`src/rtl/stepper_seq.sv`:
```
// Unipolar stepper sequencer: command-driven moves of N half/full steps at a
// programmable rate, with absolute position tracking and a completion pulse.
module stepper_seq #(
  parameter int DIV_W       = 24,
  parameter int STEP_W      = 16,
  parameter int POS_W       = 16,
  parameter int HOLD_TORQUE = 1
) (
  input  logic              clk,
  input  logic              rst,
  input  logic              en,
  input  logic              stop,
  input  logic              cmd_valid,
  output logic              cmd_ready,
  input  logic [STEP_W-1:0] cmd_steps,
  input  logic              cmd_dir,
  input  logic              cmd_half,
  input  logic [DIV_W-1:0]  cmd_div,
  output logic [3:0]        motor_out,
  output logic              busy,
  output logic              done,
  output logic [POS_W-1:0]  position
);

  typedef enum logic {IDLE, RUN} state_t;

  state_t              state_reg, state_next;
  logic [2:0]          idx_reg, idx_next, idx_step;
  logic [POS_W-1:0]    pos_reg;
  logic [STEP_W-1:0]   left_reg;
  logic [DIV_W-1:0]    cnt_reg, div_reg;
  logic                dir_reg, half_reg;
  logic [3:0]          motor_reg, motor_next;
  logic                done_reg, zero_pend_reg;
  logic                accept, tick, last_step;

  function automatic logic [3:0] coil(input logic [2:0] i);
    case (i)
      3'd0:    coil = 4'b0111;
      3'd1:    coil = 4'b0011;
      3'd2:    coil = 4'b1011;
      3'd3:    coil = 4'b1001;
      3'd4:    coil = 4'b1101;
      3'd5:    coil = 4'b1100;
      3'd6:    coil = 4'b1110;
      default: coil = 4'b0110;
    endcase
  endfunction

  assign cmd_ready = (state_reg == IDLE) && en;
  assign accept    = cmd_valid && cmd_ready;
  // stop takes priority over a coincident tick, so an aborted move never steps
  assign tick      = (state_reg == RUN) && en && !stop && (cnt_reg == div_reg);
  assign last_step = tick && (left_reg == STEP_W'(1));

  always_comb begin
    state_next = state_reg;
    case (state_reg)
      IDLE: if (accept && (cmd_steps != '0)) state_next = RUN;
      RUN:  if (stop || last_step) state_next = IDLE;
      default: state_next = IDLE;
    endcase
  end

  // Full-step lands on odd indices (two coils energised) in the move direction
  always_comb begin
    idx_step = idx_reg;
    if (half_reg)
      idx_step = dir_reg ? idx_reg + 3'd1 : idx_reg - 3'd1;
    else if (dir_reg)
      idx_step = idx_reg + 3'd1 + {2'b00, idx_reg[0]};
    else
      idx_step = idx_reg - 3'd1 - {2'b00, idx_reg[0]};
  end

  always_comb begin
    idx_next   = tick ? idx_step : idx_reg;
    motor_next = 4'b1111;
    if (en && ((state_next == RUN) || (HOLD_TORQUE != 0)))
      motor_next = coil(idx_next);
  end

  always_ff @(posedge clk) begin
    if (rst) begin
      state_reg     <= IDLE;
      idx_reg       <= 3'd0;
      pos_reg       <= '0;
      left_reg      <= '0;
      cnt_reg       <= '0;
      div_reg       <= '0;
      dir_reg       <= 1'b0;
      half_reg      <= 1'b0;
      motor_reg     <= 4'b1111;
      done_reg      <= 1'b0;
      zero_pend_reg <= 1'b0;
    end else begin
      state_reg     <= state_next;
      idx_reg       <= idx_next;
      motor_reg     <= motor_next;
      done_reg      <= zero_pend_reg || last_step;
      zero_pend_reg <= accept && (cmd_steps == '0);
      if (accept) begin
        left_reg <= cmd_steps;
        div_reg  <= cmd_div;
        dir_reg  <= cmd_dir;
        half_reg <= cmd_half;
        cnt_reg  <= '0;
      end else if ((state_reg == RUN) && en && !stop) begin
        cnt_reg <= (cnt_reg == div_reg) ? '0 : cnt_reg + DIV_W'(1);
        if (tick) left_reg <= left_reg - STEP_W'(1);
      end
      if (tick) pos_reg <= dir_reg ? pos_reg + POS_W'(1) : pos_reg - POS_W'(1);
    end
  end

  assign motor_out = motor_reg;
  assign busy      = (state_reg == RUN);
  assign done      = done_reg;
  assign position  = pos_reg;

endmodule

```
`config.mk`:
```
export PLATFORM = sky130hd
export DESIGN_NAME = stepper_seq
export DESIGN_NICKNAME = d
export VERILOG_FILES = /design/src/rtl/stepper_seq.sv
export SDC_FILE = /design/constraint.sdc
export NUM_CORES = 1
export LEC_CHECK = 0
export ABC_AREA = 1
export CAP_MARGIN = 20
export CORE_UTILIZATION = 55
export CTS_CLUSTER_DIAMETER = 60
export DETAILED_ROUTE_END_ITERATION = 7
export PLACE_DENSITY = 0.8
export SETUP_SLACK_MARGIN = 0.05
export SLEW_MARGIN = 20
export SYNTH_ARGS = -nofsm -noshare
export SYNTH_HDL_FRONTEND = slang
export SYNTH_SLANG_ARGS = --single-unit
```
`constraint.sdc`:
```
create_clock -name clk -period 4.3 [get_ports clk]
set_input_delay 0.86 -clock clk [delete_from_list [all_inputs] [get_ports clk]]
set_output_delay 0.86 -clock clk [all_outputs]
set_load 0.01 [all_outputs]
```
==> results by group, run 1 <==
Synthesis
  – Compound-Gate Fraction of Synth Area: 13.9%
  – Post-synth ARST share: 0%
  – Predominant post-synthesis flop cell: dfxtp_1
  – Simple-Gate Fraction of Synth Area: 35.2%
  – Post-Syn Area: 5560 µm²
  – Synthesized net count: 922
  – Main combinational cell family by area after synthesis: simple AND/OR/NAND/NOR gates
  – Count of state elements after synthesis: 92
  – EDFF count, synth: 0
  – Adder-Cell Fraction of Synth Area: 4.86%
  – Syn Area/Cell: 6.51 µm²
  – Mux contribution to synthesized area: 0%
  – Synth Instances: 854
  – Post-synthesis sequential area ratio: 33.1%
  – Xor-xnor portion of the synthesized cell area: 3.62%
  – Netlist cell types: 46
  – Synth warn: 0

Cells and area
  – Core Util, Final: 67.3%
  – Share of cells above drive strength 1: 5.51%
  – # diodes: 0
  – Final Cell Area: 6580 µm²
  – Nets: 988
  – Non-Filler Instances: 1058
  – Area grow syn2layout: 18.3%
  – Fill cells: 890

Power
  – VDD IR max: 0.216 mV
  – Leak: 2.92 nW
  – P per Cell Area: 285 nW/µm²

Die
  – Die Span X: 103 µm
  – Io pins: 70
  – Die area: 10500 µm²
  – Rows: 36
  – Initial Util: 56.9%
  – Die height: 103 µm
  – Core area: 9770 µm²

GRT
  – Number of global-route vias before repair: 5301
  – First-pass GRT wire length: 23700 µm
  – Pin count of the biggest net entering global routing: 43
  – GRT overflow: 0
  – Total GRT Usage: 29.1%
  – Initial antenna violation count: 0

CTS
  – Root Buffer: clkbuf_8
  – Clk_lat worst skew: 0.38 ns
  – CTS tree: yes
  – H-Tree Level Count: 3
  – Hold buffer count at CTS: 0
  – Cts bufs inserted: 9
  – CTS Buffer Depth: 2
  – Post-CTS setup buffers: 0
  – Clock-pin slew on the worst setup and hold paths: 0.09 ns
  – Resize count post-CTS: 0
  – CTS Sinks: 92

Place
  – Port bufs: 69
  – DP Cell Count: 1042
  – Dpl cell area: 6350 µm²
  – Final HPWL DP: 10900 µm
  – Routability cong.: 0.946

Status
  – Outcome: complete, no violations

Timing
  – Clk_skew: 0.0104 ns
  – Unrepaired setup endpoints after global routing: no
  – Max Clock Freq: 0.331 GHz
  – Max-slew headroom: 55.4%
  – Endpoints failing setup: 0
  – Min Clock Period, post-route: 3.02 ns
  – Hold Vio Cnt, Final: 0
  – Period Utilization, post-route: 70.2%
  – Setup_tns: 0 ns
  – Slew @ Worst Pin: 0.668 ns
  – Max Slew Vio Count: 0

Route
  – DR DRC count: 0
  – 1st-iter DRT viols: 254
  – Routed vias/inst: 5.35
  – Drt pass-1 iters: 5
  – Post-detailed-route wirelength per cell: 13.5 µm
  – Post-DRT Antenna Nets: 0
  – Total vias in the final route: 5662
  – Drt total wl: 14300 µm

Worst setup path
  – Type of origin of the critical path: input port
  – Setup CP Type: in -> out
  – Endpoint type of the worst setup path: output port
  – Worst Path Arrival: 2.16 ns
  – CP Data Required Time: 3.44 ns
  – Origin of the critical flop-to-flop path: dir_reg
  – Crit. Startpoint: en
  – Largest fanout on the critical path: 3

Worst hold path
  – Worst hold path startpoint: zero_pend_reg
  – Hold WC Path Type: reg -> reg

Run
  – Max_cap viols: 0
## worst max-delay path, cell delays in order
cell and delay (ns):
clkdlybuf4s50_1 0.54, inv_1 0.08, nor2_1 0.13, clkdlybuf4s50_1 0.55
## stage by stage
| step | hold slack [ns] | total power, mW | worst slack, ns |
|---|---|---|---|
| floorplan | 0.415 | 1.12 | 2.23 |
| CTS | 0.444 | 1.89 | 1.28 |
| global route | 0.455 | 1.97 | 1.23 |
| global placement | 0.431 | 1.22 | 1.13 |
| finish | 0.448 | 1.88 | 1.28 |
| detailed placement | 0.433 | 1.23 | 1.04 |
## path summary, 6_finish.rpt
| path | end | slack, ns | cells past startpoint |
|---|---|---|---|
| setup / recovery | cmd_ready | 1.28 | 4 |
| hold / removal | done | 0.45 | 2 |
| setup reg to reg | position[15] | 1.61 | 12 |
| hold reg to reg | done | 0.45 | 2 |
## cells in the final DEF, fill, tap and decap left out, types with 3 or more instances in the layout
cell and instances:
a21oi_1 55, a31oi_1 5, clkbuf_8 10, clkdlybuf4s50_1 69, clkinvlp_4 3, dfxtp_1 92, ha_1 20, inv_1 101
inv_2 8, nand2_1 247, nand2_2 3, nand3_1 48, nand4_1 12, nor2_1 90, nor2_2 6, nor3_1 21
nor4_1 7, o21ai_0 57, o21ai_1 6, o21bai_1 3, xnor2_1 10, xor2_1 13
## layout make-up
type / instances / area (µm²) / area share [%]
multi-input combinational: 635 / 3210 / 48.8
sequential: 92 / 1840 / 28.0
inverter: 110 / 413 / 6.27
clock inverter: 6 / 87.6 / 1.33
clock buffer: 10 / 138 / 2.09
tap: 133 / 166 / 2.53
timing repair buffer: 72 / 726 / 11.0
## where the power goes
group	switching (mW)	total, mW	internal [mW]
Combinational	0.193	0.323	0.130
Clock	0.318	0.660	0.342
Sequential	0.0198	0.895	0.876
## Yosys cell counts (8+ instances only)
master     n  area, µm²
nand2_1  247        927
o21ai_0   57        285
nor2_1    91        342
ha_1      20        250
nor3_1    21        105
nand4_1   12       75.1
xnor2_1   10       87.6
xor2_1    13        114
dfxtp_1   92       1840
nand3_1   48        240
a21oi_1   55        275
inv_2      8       30.0
inv_1    101        379
## cells by family (layout without fill, tap and decap cells)
group,Yosys count,after routing
flops,92,92
buf+inv,127,198
simple gates,450,450
fa+ha+maj,21,21
compound gates,141,141
xor+xnor,23,23
## layer usage
metal | vias to the layer above | wire length [µm] | GRT usage [%]
li1 | 2882 | - | -
met1 | 2567 | 6210 | 34.4
met2 | 184 | 6970 | 51.1
met3 | 29 | 792 | 6.71
met4 | 0 | 358 | 10.9
met5 | - | 0 | 0
No activity file was read; power rests on OpenSTA's default activity.
==> inputs of run 2 (changes only) <==
==> constraint.sdc (replaced) <==
create_clock -name clk -period 2.9 [get_ports clk]
set_input_delay 0.58 -clock clk [delete_from_list [all_inputs] [get_ports clk]]
set_output_delay 0.58 -clock clk [all_outputs]
set_load 0.01 [all_outputs]
==> results by group, run 2 (synthesis gave the netlist of run 1 again) <==
GRT
  – Total GRT Usage: 29.1%
  – GRT overflow: 0
  – Pin count of the biggest net entering global routing: 31
  – First-pass GRT wire length: 23900 µm
  – Number of global-route vias before repair: 5537
  – Initial antenna violation count: 0

Timing
  – Clk_skew: 0.00821 ns
  – Min setup slack post-route: 0.410 ns
  – Slew @ Worst Pin: 0.631 ns
  – Unrepaired setup endpoints after global routing: no
  – Period Utilization, post-route: 85.9%
  – Setup_tns: 0 ns
  – Hold Vio Cnt, Final: 0
  – Max-slew headroom: 57.9%
  – Max Slew Vio Count: 0
  – Endpoints failing setup: 0
  – Min Clock Period, post-route: 2.49 ns
  – Max Clock Freq: 0.402 GHz

Die
  – Io pins: 70
  – Die area: 10500 µm²
  – Rows: 36
  – Core area: 9770 µm²
  – Initial Util: 56.9%
  – Die height: 103 µm
  – Die Span X: 103 µm

Worst setup path
  – Worst path max stage delay: 0.57 ns
  – Buf/Inv on CP: 3
  – Crit-path leading delay family: buffers and inverters
  – CP Data Required Time: 2.32 ns
  – Worst path most repeated cell: clkdlybuf4s50_1
  – Type of origin of the critical path: input port
  – Worst Path Arrival: 1.91 ns
  – Endpoint type of the worst setup path: output port
  – Largest fanout on the critical path: 3
  – Setup CP Type: in -> out
  – CP cell instances: clkdlybuf4s50_1, inv_1, nor2_1, clkdlybuf4s50_1
  – Crit-path slowest cell: clkdlybuf4s50_1

Cells and area
  – Commonest non-fill, non-tap cell in the layout: nand2_1
  – Area grow syn2layout: 17.9%
  – # diodes: 0
  – Commonest non-fill, non-tap cells in the layout: nand2_1 (247), inv_1 (101), dfxtp_1 (92)
  – Non-Filler Instances: 1061
  – Fill cells: 908
  – Share of cells above drive strength 1: 5.71%
  – Nets: 993
  – Core Util, Final: 67.1%
  – Final Cell Area: 6560 µm²

CTS
  – Cts bufs inserted: 9
  – CTS Sinks: 92
  – Resize count post-CTS: 0
  – Post-CTS setup buffers: 0
  – Clock-pin slew on the worst setup and hold paths: 0.08 ns
  – Root Buffer: clkbuf_8
  – H-Tree Level Count: 3
  – CTS Buffer Depth: 2
  – Hold buffer count at CTS: 0
  – Clk_lat worst skew: 0.37 ns
  – CTS tree: yes

Route
  – Post-DRT Antenna Nets: 0
  – Total vias in the final route: 5758
  – Drt pass-1 iters: 5
  – Routed vias/inst: 5.43
  – 1st-iter DRT viols: 269
  – Drt total wl: 14500 µm
  – DR DRC count: 0
  – Post-detailed-route wirelength per cell: 13.7 µm

Place
  – Placement Setup Slack: 0.223 ns
  – Port bufs: 69
  – Dpl cell area: 6400 µm²
  – DP Cell Count: 1047
  – Final HPWL DP: 11100 µm
  – Routability cong.: 0.950

Run
  – Max_cap viols: 0

Worst hold path
  – Hold WC Path Type: reg -> reg

Power
  – Leak: 2.94 nW
  – P per Cell Area: 392 nW/µm²
  – VDD IR max: 0.361 mV

Status
  – Outcome: complete, no violations
-- run 2: changes by cell type in the layout (fill, tap and decap cells not counted), sizes merged --
| cell | before | now |
|---|---|---|
| buf | 3 | 8 |
| bufinv | 2 | 0 |
| clkbuf | 10 | 11 |
| clkinv | 2 | 4 |
| clkinvlp | 3 | 0 |
-- run 2: report_power, final --
group | total (mW) | internal (mW) | switching, mW | leakage (nW)
Combinational | 0.486 | 0.196 | 0.289 | 2.11
Sequential | 1.33 | 1.30 | 0.0292 | 0.746
Clock | 0.761 | 0.322 | 0.439 | 0.0848
-- run 2: layer usage --
metal | vias to the layer above | track usage (%) | wire [µm]
met5 | - | 0 | 0
met3 | 37 | 7.05 | 905
met1 | 2621 | 33.0 | 6120
li1 | 2904 | - | -
met2 | 196 | 51.4 | 7000
met4 | 0 | 13.6 | 507
-- run 2: through the flow --
step                hold WS (ns)  power, mW
CTS                        0.483       2.59
finish                     0.489       2.57
floorplan                  0.415       1.67
global route               0.519       2.70
global placement           0.461       1.82
detailed placement         0.471       1.83
-- run 2: area by class of cell --
cell class	count	area [µm²]	area share (%)
Clock buffer	11	141	2.15
Clock inverter	3	15.0	0.229
Inverter	110	413	6.29
Multi-Input combinational cell	635	3210	48.9
Sequential cell	92	1840	28.1
Tap cell	133	166	2.54
Timing Repair Buffer	77	776	11.8
-- run 2: worst register-to-register path: stages (launching register included) --
cell	delay, ns
dfxtp_1	0.36
inv_1	0.48
ha_1	0.41
a21oi_1	0.14
nand2_1	0.13
a21oi_1	0.28
nor2_1	0.10
nand3_1	0.12
nand2_1	0.06
a21oi_1	0.12
a21oi_1	0.08
-- run 2: path summary, 6_finish.rpt --
check                              startpoint            to  slack, ns  depth (start not counted)
worst max-delay path                       en     cmd_ready       0.41                          4
worst min-delay path            zero_pend_reg          done       0.49                          2
worst max register to register        dir_reg  position[14]       0.52                         10
worst min register to register  zero_pend_reg          done       0.49                          2
==> RTL edit 1 (config.mk and constraints of run 2) <==
Change the parameter `STEP_W` from 16 to 32.
--- a/src/rtl/stepper_seq.sv
+++ b/src/rtl/stepper_seq.sv
@@ -2,7 +2,7 @@
 // programmable rate, with absolute position tracking and a completion pulse.
 module stepper_seq #(
   parameter int DIV_W       = 24,
-  parameter int STEP_W      = 16,
+  parameter int STEP_W      = 32,
   parameter int POS_W       = 16,
   parameter int HOLD_TORQUE = 1
 ) (
Ports: changed (resized cmd_steps); port bits go from 70 to 86. The function was not compared with the original's and may differ.
==> RTL edit 1 against run 2 <==
- wire length grew 22%
- synthesized area grew 21%
- clock power grew 58%
- critical path type unchanged
- clock skew grew 3.3 ps
- worst setup slack gained 54 ps
- largest power group unchanged
- total power grew 39%
- sequential cell count grew 16
- critical path depth is the same
- design area grew 22%
==> RTL edit 1: results (changes against run 2) <==
.. list-table::
   :header-rows: 1

   * - Metric
     - Value
   * - Internal power
     - 2.48 mW (was 1.82 mW)
   * - Global Route Usage Sum
     - 29.3% (was 29.1%)
   * - Adder-cell share of the synthesized area
     - 4.02% (was 4.86%)
   * - Post-route worst hold slack
     - 447 ps (was 489 ps)
   * - Post-Synth XOR/XNOR Area
     - 6.25% (was 3.62%)
   * - P_clk
     - 1.20 mW (was 761 uW)
   * - Placement-stage cell area
     - 7740 um^2 (was 6400 um^2)
   * - Net Count, Synth
     - 1120 (was 922)
   * - Post-synthesis instance area
     - 6730 um^2 (was 5560 um^2)
   * - Placed cells
     - 1258 (was 1047)
   * - Net switching power of the design
     - 1.11 mW (was 758 uW)
   * - Via-to-Cell Ratio
     - 5.36 (was 5.43)
   * - Seq/total area
     - 27.0% (was 28.1%)
   * - Sequential cell area fraction in the yosys report
     - 32.1% (was 33.1%)
   * - Nets
     - 1206 (was 993)
   * - Detailed-route wire length
     - 17800 um (was 14500 um)
   * - Crit-path max FO
     - 2 (was 3)
   * - Global-route wire length before repair
     - 29600 um (was 23900 um)
   * - Setup slack of the worst register-to-register path
     - 800 ps (was 520 ps)
   * - Fraction of area in multi-input gates
     - 50.0% (was 48.9%)
   * - Cell depth of the worst flop-to-flop path
     - 9 (was 10)
   * - Run status
     - completed (unchanged)
   * - Largest net degree at the start of global routing
     - 37 (was 31)
   * - Complex-gate fraction of the synthesized area
     - 12.3% (was 13.9%)
   * - Layout clock area frac
     - 3.45% (was 2.38%)
   * - GP Congestion
     - 0.959 (was 0.950)
   * - Vias
     - 6820 (was 5758)
   * - Data arrival time of the worst path
     - 1860 ps (was 1910 ps)
   * - Count of inverters other than clock inverters in the layout
     - 105 (was 110)
   * - Post-Route Skew
     - 11.5 ps (was 8.21 ps)
   * - Share of final layout cell area taken by non-clock buffers
     - 12.3% (was 11.8%)
RTL edit 1: cell count changes after synthesis, sizes merged, moves of 9 or more:
cell	delta
clkbuf	+9
nand2	+57
dfxtp	+16
nand3	+37
xnor2	+14
xor2	+11
nor2	+31
RTL edit 1: per-layer routing:
layer / vias to the layer above / part of all wire (%) / global-route usage [%]
met2: 198 / 45 / 47.9
met4: 0 / 2.9 / 12.0
li1: 3556 / - / -
met3: 38 / 5.6 / 4.59
met1: 3028 / 47 / 38.5
met5: - / 0 / 0
RTL edit 1: logic make-up after synthesis:
group,after synthesis
compound gates,147
xor+xnor,48
simple gates,579
flops,108
buf+inv,133
fa+ha+maj,21
RTL edit 1: tightest hold or removal path: cells and delay by family, from the launching register on:
kind                   cells  cell delay [ps]
buffers and inverters      1               50
AOI/OAI and AO/OA          1               60
DFF                        1              300
==> RTL edit 2 (settings of run 2) <==
Made on the original files. Add an input register stage for `cmd_div`; this delays it by one clock. The other inputs are not delayed to match.
--- a/src/rtl/stepper_seq.sv
+++ b/src/rtl/stepper_seq.sv
@@ -23,6 +23,12 @@
 );
 
   typedef enum logic {IDLE, RUN} state_t;
+
+  logic [DIV_W-1:0] cmd_div_q;
+
+  always_ff @(posedge clk) begin
+    cmd_div_q <= cmd_div;
+  end
 
   state_t              state_reg, state_next;
   logic [2:0]          idx_reg, idx_next, idx_step;
@@ -101,7 +107,7 @@
       zero_pend_reg <= accept && (cmd_steps == '0);
       if (accept) begin
         left_reg <= cmd_steps;
-        div_reg  <= cmd_div;
+        div_reg  <= cmd_div_q;
         dir_reg  <= cmd_dir;
         half_reg <= cmd_half;
         cnt_reg  <= '0;
Check against the original RTL: not equivalent (Yosys sat finds a counterexample within 4 cycles, from zero or initial values and one cycle with rst high).
==> RTL edit 2 against run 2 <==
- design area is 12% higher
- register-to-register slack improved by 50 ps
- total power is 63% higher
- maximum frequency up 2.9%
- highest routed layer unchanged
- synthesized area is 6.5% higher
- worst setup slack gained 69 ps
- combinational power grew 7.6%
- critical path depth stayed put
- cell count is 2.2% higher
- wire length rose by 5.7%
- sequential cell count up 24
==> RTL edit 2: results (changes against run 2) <==
.. list-table::
   :header-rows: 1

   * - Metric
     - Value
   * - Run status
     - completed (unchanged)
   * - Placed wire-length estimate
     - 10900 um (was 11100 um)
   * - Largest net degree at the start of global routing
     - 48 (was 31)
   * - Total clock buffers created by CTS
     - 17 (was 9)
   * - DP Worst Slack
     - 338 ps (was 223 ps)
   * - Insertion delay to the later sink of the worst-skew pair
     - 520 ps (was 370 ps)
   * - Vias
     - 5830 (was 5758)
   * - Net Count, Synth
     - 923 (was 922)
   * - Transition at the pin with the smallest max-transition slack
     - 544 ps (was 631 ps)
   * - GP Congestion
     - 0.911 (was 0.950)
   * - Via-to-Cell Ratio
     - 5.38 (was 5.43)
   * - Leading cell types by count after synthesis
     - nand2_1 (196), dfxtp_1 (116), nor2_1 (104) (was nand2_1 (247), inv_1 (101), dfxtp_1 (92))
   * - CTS H-Tree Depth
     - 4 (was 3)
   * - Count of distinct cell types in the synthesized netlist
     - 42 (was 46)
   * - Detailed Route Iter0 Violations
     - 466 (was 269)
   * - Synth top area cells
     - dfxtp_1 (39%), nand2_1 (12%), nor2_1 (6.6%) (was dfxtp_1 (33%), nand2_1 (17%), inv_1 (6.8%))
   * - Placed cells
     - 1052 (was 1047)
   * - Number of global-route vias before repair
     - 5518 (was 5537)
   * - Nets
     - 1003 (was 993)
   * - Data arrival time of the worst path
     - 1840 ps (was 1910 ps)
   * - Sequential cell area fraction in the yosys report
     - 39.2% (was 33.1%)
   * - Placement-stage cell area
     - 6770 um^2 (was 6400 um^2)
   * - Detailed-route wire length
     - 15400 um (was 14500 um)
   * - Clock transition at the registers of the reported paths
     - 60 ps (was 80 ps)
   * - Count of mapped cells out of synthesis
     - 855 (was 854)
   * - Worst IR Drop VDD
     - 0.411 mV (was 0.361 mV)
   * - Reported leakage power
     - 3.26 nW (was 2.94 nW)
   * - Post-Route Skew
     - 8.47 ps (was 8.21 ps)
==> RTL edit 2: area by class of cell <==
| type | instances | area, um^2 |
|---|---|---|
| Clock buffer | 22 | 463 |
| Clock inverter | 10 | 105 |
| Fill cell | 867 | 3030 |
| Inverter | 107 | 402 |
| Multi-Input combinational cell | 613 | 3100 |
| Sequential cell | 116 | 2320 |
| Tap cell | 136 | 170 |
| Timing Repair Buffer | 80 | 773 |
==> RTL edit 2: final timing paths <==
check / slack, ps / to
max reg2reg: 570 / position[14]
min reg2reg: 450 / div_reg[5]
min: 450 / div_reg[5]
max: 480 / cmd_ready
==> RTL edit 2: power breakdown <==
part | switching [mW] | internal (mW) | total (mW)
registers | 0.0349 | 1.65 | 1.69
logic | 0.312 | 0.211 | 0.523
clock network | 0.716 | 1.28 | 2.00
total | 1.06 | 3.14 | 4.20
==> RTL edit 2: logic make-up (layout without fill, tap and decap cells) <==
group                      count (synthesis)  count (layout)  share of synthesized area (%)
xor gates and xnor gates                  30              30                           4.44
AOI/OAI and AO/OA                        138             138                           12.5
DFF                                      116             116                           39.2
adders and majority gates                 21              21                           4.56
and+or+nand+nor                          424             424                           30.9
buffers and inverters                    126             219                           8.39
==> RTL edit 2: per-stage QoR <==
step                      power [mW]  util, %
final                           4.20     70.8
after global routing            4.36     70.8
after CTS                       4.22     70.8
after detailed placement        2.23     65.3
after global placement          2.22     65.3
after floorplan                 2.05        -
==> RTL edit 2: layer usage <==
metal	vias up	wire length, um	track usage, %
met2	224	7130	47.7
met1	2640	6900	36.8
met4	0	294	10.5
li1	2939	-	-
met5	-	0	0
met3	27	1030	6.31
==> RTL edit 2: worst max-delay path, stage by stage <==
cell             delay [ps]
clkdlybuf4s50_1         510
inv_1                    70
nor2_1                  120
clkdlybuf4s50_1         560
